$ cat config.mk
export PLATFORM = sky130hd
export DESIGN_NAME = fir_interp2
export DESIGN_NICKNAME = d
export VERILOG_FILES = /design/src/rtl/fir_interp2_pkg.sv /design/src/rtl/fir_interp2_mac.sv /design/src/rtl/fir_interp2.sv
export SDC_FILE = /design/constraint.sdc
export NUM_CORES = 1
export LEC_CHECK = 0
export BUFFER_PORTS_ARGS = -buffer_cell sky130_fd_sc_hd__buf_2
export CORE_MARGIN = 8
export CORE_UTILIZATION = 40
export DETAILED_ROUTE_END_ITERATION = 16
export MAX_ROUTING_LAYER = met4
export PLACE_DENSITY_LB_ADDON = 0.1
export SLEW_MARGIN = 20
export SYNTH_ARGS = -nofsm -noshare
export SYNTH_HDL_FRONTEND = slang
export SYNTH_SLANG_ARGS = --single-unit
$ cat constraint.sdc
create_clock -name clk -period 18.9 [get_ports clk]
set_input_delay 0 -clock clk [delete_from_list [all_inputs] [get_ports clk]]
set_output_delay 0 -clock clk [all_outputs]
set_load 0.005 [all_outputs]
$ cat src/rtl/fir_interp2_pkg.sv
// Shared constants, phase-0 coefficient ROM, FSM state type and Q15 saturation for fir_interp2.
package fir_interp2_pkg;
   localparam int DATA_W    = 16;
   localparam int COEFF_W   = 16;
   localparam int PH_TAPS   = 16;
   localparam int ACC_W     = 37;
   localparam int FRAC_BITS = 15;
   localparam int PROD_W    = DATA_W + COEFF_W;

   typedef logic signed [COEFF_W-1:0] coeff_t;

   // Even taps h[0],h[2],...,h[30]; odd taps are the same ROM read backwards (symmetric prototype).
   localparam coeff_t PH0_COEFF [PH_TAPS] = '{
      -16'sd8,    16'sd24,  -16'sd56,   16'sd112,
      -16'sd200,  16'sd336, -16'sd552,  16'sd960,
       16'sd2560, 16'sd4800, 16'sd7000, 16'sd8224,
       16'sd6400, 16'sd2600, 16'sd600,  -16'sd32
   };

   typedef enum logic [2:0] {IDLE, MAC0, OUT0, MAC1, OUT1} state_t;

   localparam logic signed [ACC_W-1:0] SAT_MAX = ACC_W'(32767);
   localparam logic signed [ACC_W-1:0] SAT_MIN = ACC_W'(-32768);

   function automatic logic signed [DATA_W-1:0] sat_q15(input logic signed [ACC_W-1:0] v);
      if (v > SAT_MAX)
         return 16'sh7fff;
      else if (v < SAT_MIN)
         return 16'sh8000;
      else
         return v[DATA_W-1:0];
   endfunction
endpackage

$ cat src/rtl/fir_interp2_mac.sv
// Single MAC: accumulates a*b, presents sat((acc_next [+half]) >>> FRAC_BITS) combinationally
// so the final product of a phase can be loaded into the output register on the same edge.
module fir_mac_unit
   import fir_interp2_pkg::*;
(
   input  logic                      clk,
   input  logic                      reset_n,
   input  logic                      i_clr,
   input  logic                      i_en,
   input  logic signed [DATA_W-1:0]  i_a,
   input  logic signed [COEFF_W-1:0] i_b,
   output logic signed [DATA_W-1:0]  o_sat
);
   logic signed [ACC_W-1:0]  r_acc;
   logic signed [PROD_W-1:0] w_prod;
   logic signed [ACC_W-1:0]  w_prod_ext;
   logic signed [ACC_W-1:0]  w_acc_nxt;
   logic signed [ACC_W-1:0]  w_rnd;
   logic signed [ACC_W-1:0]  w_shr;

   assign w_prod     = i_a * i_b;
   assign w_prod_ext = {{(ACC_W-PROD_W){w_prod[PROD_W-1]}}, w_prod};
   assign w_acc_nxt  = i_en ? (r_acc + w_prod_ext) : r_acc;

`ifdef FIR_INTERP2_ROUND_EN
   localparam logic signed [ACC_W-1:0] RND_HALF = ACC_W'(2**(FRAC_BITS-1));
   assign w_rnd = w_acc_nxt + RND_HALF;
`else
   assign w_rnd = w_acc_nxt;
`endif

   assign w_shr = w_rnd >>> FRAC_BITS;
   assign o_sat = sat_q15(w_shr);

   always_ff @(posedge clk or negedge reset_n) begin
      if (!reset_n)
         r_acc <= '0;
      else if (i_clr)
         r_acc <= '0;
      else if (i_en)
         r_acc <= w_acc_nxt;
   end
endmodule

$ cat src/rtl/fir_interp2.sv
// 2x polyphase interpolating FIR, 16 MAC cycles per output phase, one input per 35 cycles at full rate.
// Define FIR_INTERP2_ROUND_EN for round-half-up before the output shift; saturation is always present.
module fir_interp2
   import fir_interp2_pkg::*;
(
   input  logic                     clk,
   input  logic                     reset_n,
   input  logic                     clear,
   input  logic signed [DATA_W-1:0] in_data,
   input  logic                     in_valid,
   output logic                     in_ready,
   output logic signed [DATA_W-1:0] out_data,
   output logic                     out_valid,
   input  logic                     out_ready
);
   state_t                    r_state;
   state_t                    w_nxt_state;
   logic [3:0]                r_k;
   logic signed [DATA_W-1:0]  r_taps [PH_TAPS];
   logic signed [DATA_W-1:0]  r_out_data;
   logic                      r_out_valid;
   logic                      w_accept;
   logic                      w_load;
   logic                      w_mac_en;
   logic                      w_mac_clr;
   logic                      w_hs;
   logic signed [COEFF_W-1:0] w_coef;
   logic signed [DATA_W-1:0]  w_sat;

   assign w_hs      = r_out_valid & out_ready;
   assign in_ready  = (r_state == IDLE);
   assign out_valid = r_out_valid;
   assign out_data  = r_out_data;
   // Phase 1 reads the ROM in reverse: h[2k+1] = PH0_COEFF[15-k].
   assign w_coef    = (r_state == MAC1) ? PH0_COEFF[~r_k] : PH0_COEFF[r_k];

   always_comb begin
      w_nxt_state = r_state;
      w_accept    = 1'b0;
      w_load      = 1'b0;
      w_mac_en    = 1'b0;
      w_mac_clr   = 1'b0;
      case (r_state)
         IDLE: if (in_valid) begin
            w_accept    = 1'b1;
            w_mac_clr   = 1'b1;
            w_nxt_state = MAC0;
         end
         MAC0, MAC1: begin
            w_mac_en = 1'b1;
            if (r_k == 4'(PH_TAPS-1)) begin
               w_load      = 1'b1;
               w_nxt_state = (r_state == MAC0) ? OUT0 : OUT1;
            end
         end
         OUT0: if (w_hs) begin
            w_mac_clr   = 1'b1;
            w_nxt_state = MAC1;
         end
         OUT1: if (w_hs) w_nxt_state = IDLE;
         default: w_nxt_state = IDLE;
      endcase
      if (clear) begin
         w_nxt_state = IDLE;
         w_accept    = 1'b0;
         w_load      = 1'b0;
         w_mac_en    = 1'b0;
         w_mac_clr   = 1'b1;
      end
   end

   always_ff @(posedge clk or negedge reset_n) begin
      if (!reset_n) begin
         r_state     <= IDLE;
         r_k         <= '0;
         r_out_data  <= '0;
         r_out_valid <= 1'b0;
         for (int i = 0; i < PH_TAPS; i++) r_taps[i] <= '0;
      end else begin
         r_state <= w_nxt_state;
         if (clear) begin
            r_k         <= '0;
            r_out_valid <= 1'b0;
            for (int i = 0; i < PH_TAPS; i++) r_taps[i] <= '0;
         end else begin
            if (w_accept) begin
               r_taps[0] <= in_data;
               for (int i = 1; i < PH_TAPS; i++) r_taps[i] <= r_taps[i-1];
            end
            if (w_accept || w_hs)
               r_k <= '0;
            else if (w_mac_en)
               r_k <= r_k + 4'd1;
            if (w_load) begin
               r_out_data  <= w_sat;
               r_out_valid <= 1'b1;
            end else if (w_hs) begin
               r_out_valid <= 1'b0;
            end
         end
      end
   end

   fir_mac_unit u_mac (
      .clk     (clk),
      .reset_n (reset_n),
      .i_clr   (w_mac_clr),
      .i_en    (w_mac_en),
      .i_a     (r_taps[r_k]),
      .i_b     (w_coef),
      .o_sat   (w_sat)
   );
endmodule
### Yosys cells after proc, flatten, opt, wreduce, memory -nomap -nowiden

Memory sizes are Yosys's and may differ from the RTL's.
Index checks and enable logic that the tools add are counted.

* register bits: 317
* ROM bits: 512
* logic and storage cells: 92
* memories: 2

Memories
* (no name shown): depth 16, bits a word 16, read ports 1, clocked after Yosys merged registers in 0, write ports 0, line fir_interp2.sv:35 `assign w_coef = (r_state == MAC1) ? PH0_COEFF[~r_k] : PH0_COEFF[r_k];`
* (no name shown): depth 16, bits a word 16, read ports 1, clocked after Yosys merged registers in 0, write ports 0, line fir_interp2.sv:35

* add/sub/neg operators: 2
* multiply operators: 1
* order comparisons: 4
* equality and inequality tests: 9
* multiplexer cells: 39
* bitwise logic cells: 5
* reduce and logical (&&, ||, !) cells: 9

Operators with widths (number)
* 256-bit two-way mux: 2
* 16-bit two-way mux: 9
* 37-bit two-way mux: 3
* 16-bit binary-select mux with 4-bit select: 1
* 37-bit by 32-bit adder with 37-bit output: 1
* 16-bit by 16-bit multiplier with 32-bit output: 1
* 22-bit by 16-bit greater-than comparator with 1-bit output, second input constant: 1
* 22-bit by 16-bit < comparator with 1-bit output, second input constant: 1
* 3-bit two-way mux: 6
* 1-bit two-way mux: 13
* 4-bit two-way mux: 3
* 3-bit inequality test, second input constant: 4
* 3-bit one-hot mux with 4 select lines: 1
* 5-bit greater-or-equal comparator, second input constant: 2
* 4-bit NOT with 5-bit output: 2
* 3-bit by 2-bit == test with 1-bit output, second input constant: 2
* 3-bit nonzero test: 2
* 4-bit by 1-bit adder with 4-bit output, second input constant: 1
* 4-bit == test, second input constant: 1
* 4-bit NOT: 1
* 4-bit AND reduction: 1
* 2-bit nonzero test: 2
* 3-bit by 1-bit == test with 1-bit output, second input constant: 1
* 3-bit == test, second input constant: 1
* other kinds (7): 7

### Depth between registers and ports, before layout

* depth after elaboration: 12
* gate-level depth with buffers: 37
* gate-level depth less buffers: 30

### Hierarchy

A second synthesis with hierarchy kept.

* cells, all modules: 2412
* area total of the unflattened synthesis: 26686.8 um^2

Modules (own cells, without submodules)
* fir_mac_unit: times used 1, cells each 1496, area each 13852.0 um^2, sequential area each 925.9 um^2
* fir_interp2: times used 1, cells each 916, area each 12834.8 um^2, sequential area each 7006.7 um^2

### Worst setup path after synthesis

Ideal clock, no wire load.

* path type: reg2reg
* start: register r_k[1]
* end: register r_out_data[10] (netlist: out_data[10])
* setup time: 120 ps
* data arrival time: 8575 ps
* required time: 18780 ps
* setup slack: 10205 ps
* stages on the path, launching flop included: 34
* path buffers: 6
* cell sequence: dfrtp_1 -> buf_2 -> buf_2 -> buf_2 -> inv_1 -> ha_1 -> clkbuf_1 -> xnor2_1 -> mux2_2 -> a21oi_1 -> clkbuf_1 -> nor2_1 -> fa_1 -> inv_1 -> fa_1 -> inv_1 -> fa_1 -> fa_1 -> fa_1 -> inv_1 -> fa_1 -> inv_1 -> ha_1 -> and3_1 -> a221o_1 -> and2_4 -> a2111oi_4 -> nor3_1 -> mux2_2 -> nor3_2 -> a31oi_2 -> buf_4 -> o22ai_1 -> nor2_1

* cells in the longest elaborated chain, start to end: 12
* elaborated cells on any way between the ends: 25
* classes of those cells: 1 x add/sub; 1 x mul; 2 x order compare; 1 x eq/ne; 14 x mux; 3 x bitwise; 1 x reduce/logical; 2 x memory

RTL lines
* from (decl): line fir_interp2.sv:18 `logic [3:0] r_k;`
* from (signal assigned): line fir_interp2.sv:93 `r_k <= r_k + 4'd1;`
* 4-bit NOT: line fir_interp2.sv:35
* 4-bit NOT with 5-bit output: line fir_interp2.sv:35
* memory 16 x 16 bit
* 16-bit two-way mux (implied by the code) (2 in series): line fir_interp2.sv:35
* 16-bit two-way mux: line fir_interp2.sv:35
* 16-bit by 16-bit multiplier with 32-bit output: line fir_interp2_mac.sv:21 `assign w_prod = i_a * i_b;`
* 37-bit by 32-bit adder with 37-bit output: line fir_interp2_mac.sv:23 `assign w_acc_nxt = i_en ? (r_acc + w_prod_ext) : r_acc;`
* 37-bit two-way mux: line fir_interp2_mac.sv:23
* 22-bit by 16-bit < comparator with 1-bit output: line fir_interp2_pkg.sv:28 `else if (v < SAT_MIN)`
* 16-bit two-way mux: line fir_interp2_pkg.sv:28
* 16-bit two-way mux: line fir_interp2_pkg.sv:26 `if (v > SAT_MAX)`
* to (signal assigned): line fir_interp2.sv:95 `r_out_data <= w_sat;`
* to (decl): line fir_interp2.sv:20 `logic signed [DATA_W-1:0] r_out_data;`

Parallel ways exist; a longest one is shown, timed or not. The select of a mux whose other input is x is not followed.
A chain may end at the register's enable or synchronous reset.

### Worst setup path after layout

* start: register r_k[1]
* end: register r_out_data[1] (netlist: out_data[1])

Same word-level chain as after synthesis.

==> flow_metrics.env <==
export IMPL_status="completed"
export IMPL_via_per_inst=5.23
export IMPL_crit_type="reg -> reg"
export IMPL_drtIter0Drc=1362
export IMPL_synth_commonest_cells="639 x nand2_1, 318 x a21oi_1, 314 x dfrtp_1, 306 x inv_1, 235 x fa_1"
export IMPL_synth_ff_type="dfrtp_1"
export IMPL_final_hold_violation_count=0
export IMPL_nFillCells=5945
export IMPL_clockBufferDepth=3
export IMPL_synth_edff_count=0
export IMPL_tns_ps=0
export IMPL_gp_congestion=0.895
export IMPL_fmax_ghz=0.103
export IMPL_grt_pass1_vias=19081
export IMPL_netlist_area_um2=24700
export IMPL_avgSynthCellArea_um2=9.11
export IMPL_yosysWarnings=0
export IMPL_ant_nets=0
export IMPL_clock_skew_ps=22.1
export IMPL_async_flop_share=1.00
export IMPL_crit_arrival_ps=10180
export IMPL_wl_per_cell_um=17.8
export IMPL_cap_viol_max_count=0
export IMPL_min_period_ps=9700
export IMPL_n_antenna_cell=0
export IMPL_drt_wl_total_um=62000
export IMPL_dieWidth_um=264
export IMPL_slew_headroom=0.261
export IMPL_critPathRequiredTime_ps=19390
export IMPL_h_tree_depth=2
export IMPL_worstPathMaxFanout=37
export IMPL_cts_inserted_buffers=39
export IMPL_yosys_area_top_type="dfrtp_1"
export IMPL_grt_overflow=0
export IMPL_finalMaxSlewViolations=0
export IMPL_antenna_found_initial=0
export IMPL_syn_nets=3067
export IMPL_grt_pass1_wl_um=104000
export IMPL_cp_end_kind="flip-flop"
export IMPL_clk_latency_ps=570
export IMPL_die_h_um=264
export IMPL_grt_util_all_layers=0.185
export IMPL_core_um2=61400
export IMPL_synth_top_area_share=0.319
export IMPL_crit_path_start_kind="flip-flop"
export IMPL_root_buffer="clkbuf_16"
export IMPL_firstDrtPassIters=5
export IMPL_fin_crit_sh=0.513
export IMPL_nets=3023
export IMPL_grt_max_degree=205
export IMPL_start_util=0.402
export IMPL_drive_gt1_frac=0.0951
export IMPL_post_cts_buffers=0
export IMPL_area_delta_synth_final_pct=9.10
export IMPL_synth_cell_types=70
export IMPL_clock_sinks=314
export IMPL_finalSetupViolCount=0
export IMPL_post_cts_resized=0
export IMPL_row_count=91
export IMPL_die_area_um2=69900
export IMPL_hold_buffers=18
export IMPL_tightest_slew_ps=1110
export IMPL_ioPinCount=39
export IMPL_io_buffer_count=38
export IMPL_min_path_type="in -> reg"
export IMPL_post_dp_hpwl_um=43600
export IMPL_ys_ff_latch=314
export IMPL_drc_errors=0
export IMPL_synth_cells=2709
export IMPL_ys_seq_area_frac=0.319
export IMPL_rsz0062_at_grt="no"
export IMPL_num_vias=18203
export IMPL_yosysMostFrequentCell="nand2_1"
export IMPL_clk_pin_slew_ps=60
export IMPL_cts_tree="done"
export IMPL_synth_area_top_cells="dfrtp_1 32%, fa_1 19%, nand2_1 9.7%, a21oi_1 6.5%, mux4_2 6.3%"
## state kept, by name (all words and copies together) (netlist names)
| register | cells |
|---|---|
| r_state | 3 |
| r_k | 4 |
| out_data | 16 |
| out_valid | 1 |
| u_mac.r_acc | 34 |
| r_taps | 256 |
## worst paths after layout
kind | start | end | slack (ps) | cells after the start
worst max-delay path | r_k[1] | out_data[1] | 9200 | 26
worst max register to register | r_k[1] | out_data[1] | 9200 | 26
min in group asynchronous | reset_n | u_mac.r_acc[8] | 130 | 2
worst min-delay path | clear | r_taps[60] | 90 | 2
worst min register to register | out_data[15] | out_data[15] | 510 | 2
max in group asynchronous | reset_n | r_k[2] | 17350 | 3
## area by class of cell
| class | instances | area (µm²) | share of cell area |
|---|---|---|---|
| clock buffer | 56 | 1100 | 0.0409 |
| clock inverter | 11 | 170 | 0.00632 |
| inverter | 306 | 1150 | 0.0427 |
| multi-input combinational | 1916 | 15000 | 0.557 |
| sequential | 314 | 7870 | 0.292 |
| tap | 790 | 988 | 0.0367 |
| timing repair buffer | 88 | 654 | 0.0243 |
## cell families (layout without fill, tap and decap cells)
| logic type | count (synthesis) | in the layout | synth area share |
|---|---|---|---|
| AOI/OAI and AO/OA | 479 | 479 | 0.109 |
| muxes | 107 | 107 | 0.0793 |
| buffers and inverters | 479 | 461 | 0.0753 |
| xor gates and xnor gates | 39 | 39 | 0.0138 |
| DFF | 314 | 314 | 0.319 |
| adders and majority gates | 337 | 337 | 0.242 |
| and+or+nand+nor | 954 | 954 | 0.162 |
## metal layers
metal  wire [µm]  up-vias  track usage
met5           0        -            -
met4        1430        0       0.0459
met3        2480      105       0.0246
met2       28700      356        0.292
met1       29400     9113        0.253
li1            -     8629            -
## through the flow
step | std cells | area [µm²] | setup WS (ps) | hold WS [ps] | util
floorplan | 2709 | 24700 | 10210 | -296 | -
global placement | 3396 | 25500 | 9350 | 146 | 0.415
detailed placement | 3396 | 25500 | 9110 | 155 | 0.415
CTS | 3481 | 26900 | 9090 | 99.5 | 0.438
global route | 3481 | 26900 | 8480 | 136 | 0.439
finish | 3481 | 26900 | 9200 | 88.0 | 0.439
## critical path: stages, from the launching register on
cell and delay (ps):
dfrtp_4 880, buf_4 660, mux4_2 570, mux2_2 260, o21ai_1 810, nor2_1 170
fa_1 580, inv_1 50, fa_1 470, inv_1 50, fa_1 470, fa_1 450
fa_1 520, inv_1 50, fa_1 480, inv_1 40, ha_1 370, a21oi_1 240
o21ai_0 180, a221oi_1 470, and4b_1 320, or2_1 170, mux2i_1 320, nor3b_1 130
a31oi_2 560, o22ai_1 190, nor2_1 120
## placed cells by master (no fill, tap or decap), types with 18 or more instances in the layout
cell type	Yosys	layout
nand2_1	639	637
a21oi_1	318	317
dfrtp_1	314	310
inv_1	306	306
fa_1	235	235
nor2_1	150	149
ha_1	102	102
mux4_2	69	69
o21ai_0	59	53
nand2b_1	47	47
nor2b_1	41	41
clkbuf_16	0	39
buf_2	5	36
buf_4	2	30
xnor2_1	29	29
o22ai_1	25	25
mux2i_1	20	20
mux2_2	18	18
dlygate4sd3_1	1	18
Power is not shown: default switching activity piles up to over one toggle a cycle in this logic, so the estimate is an artifact.
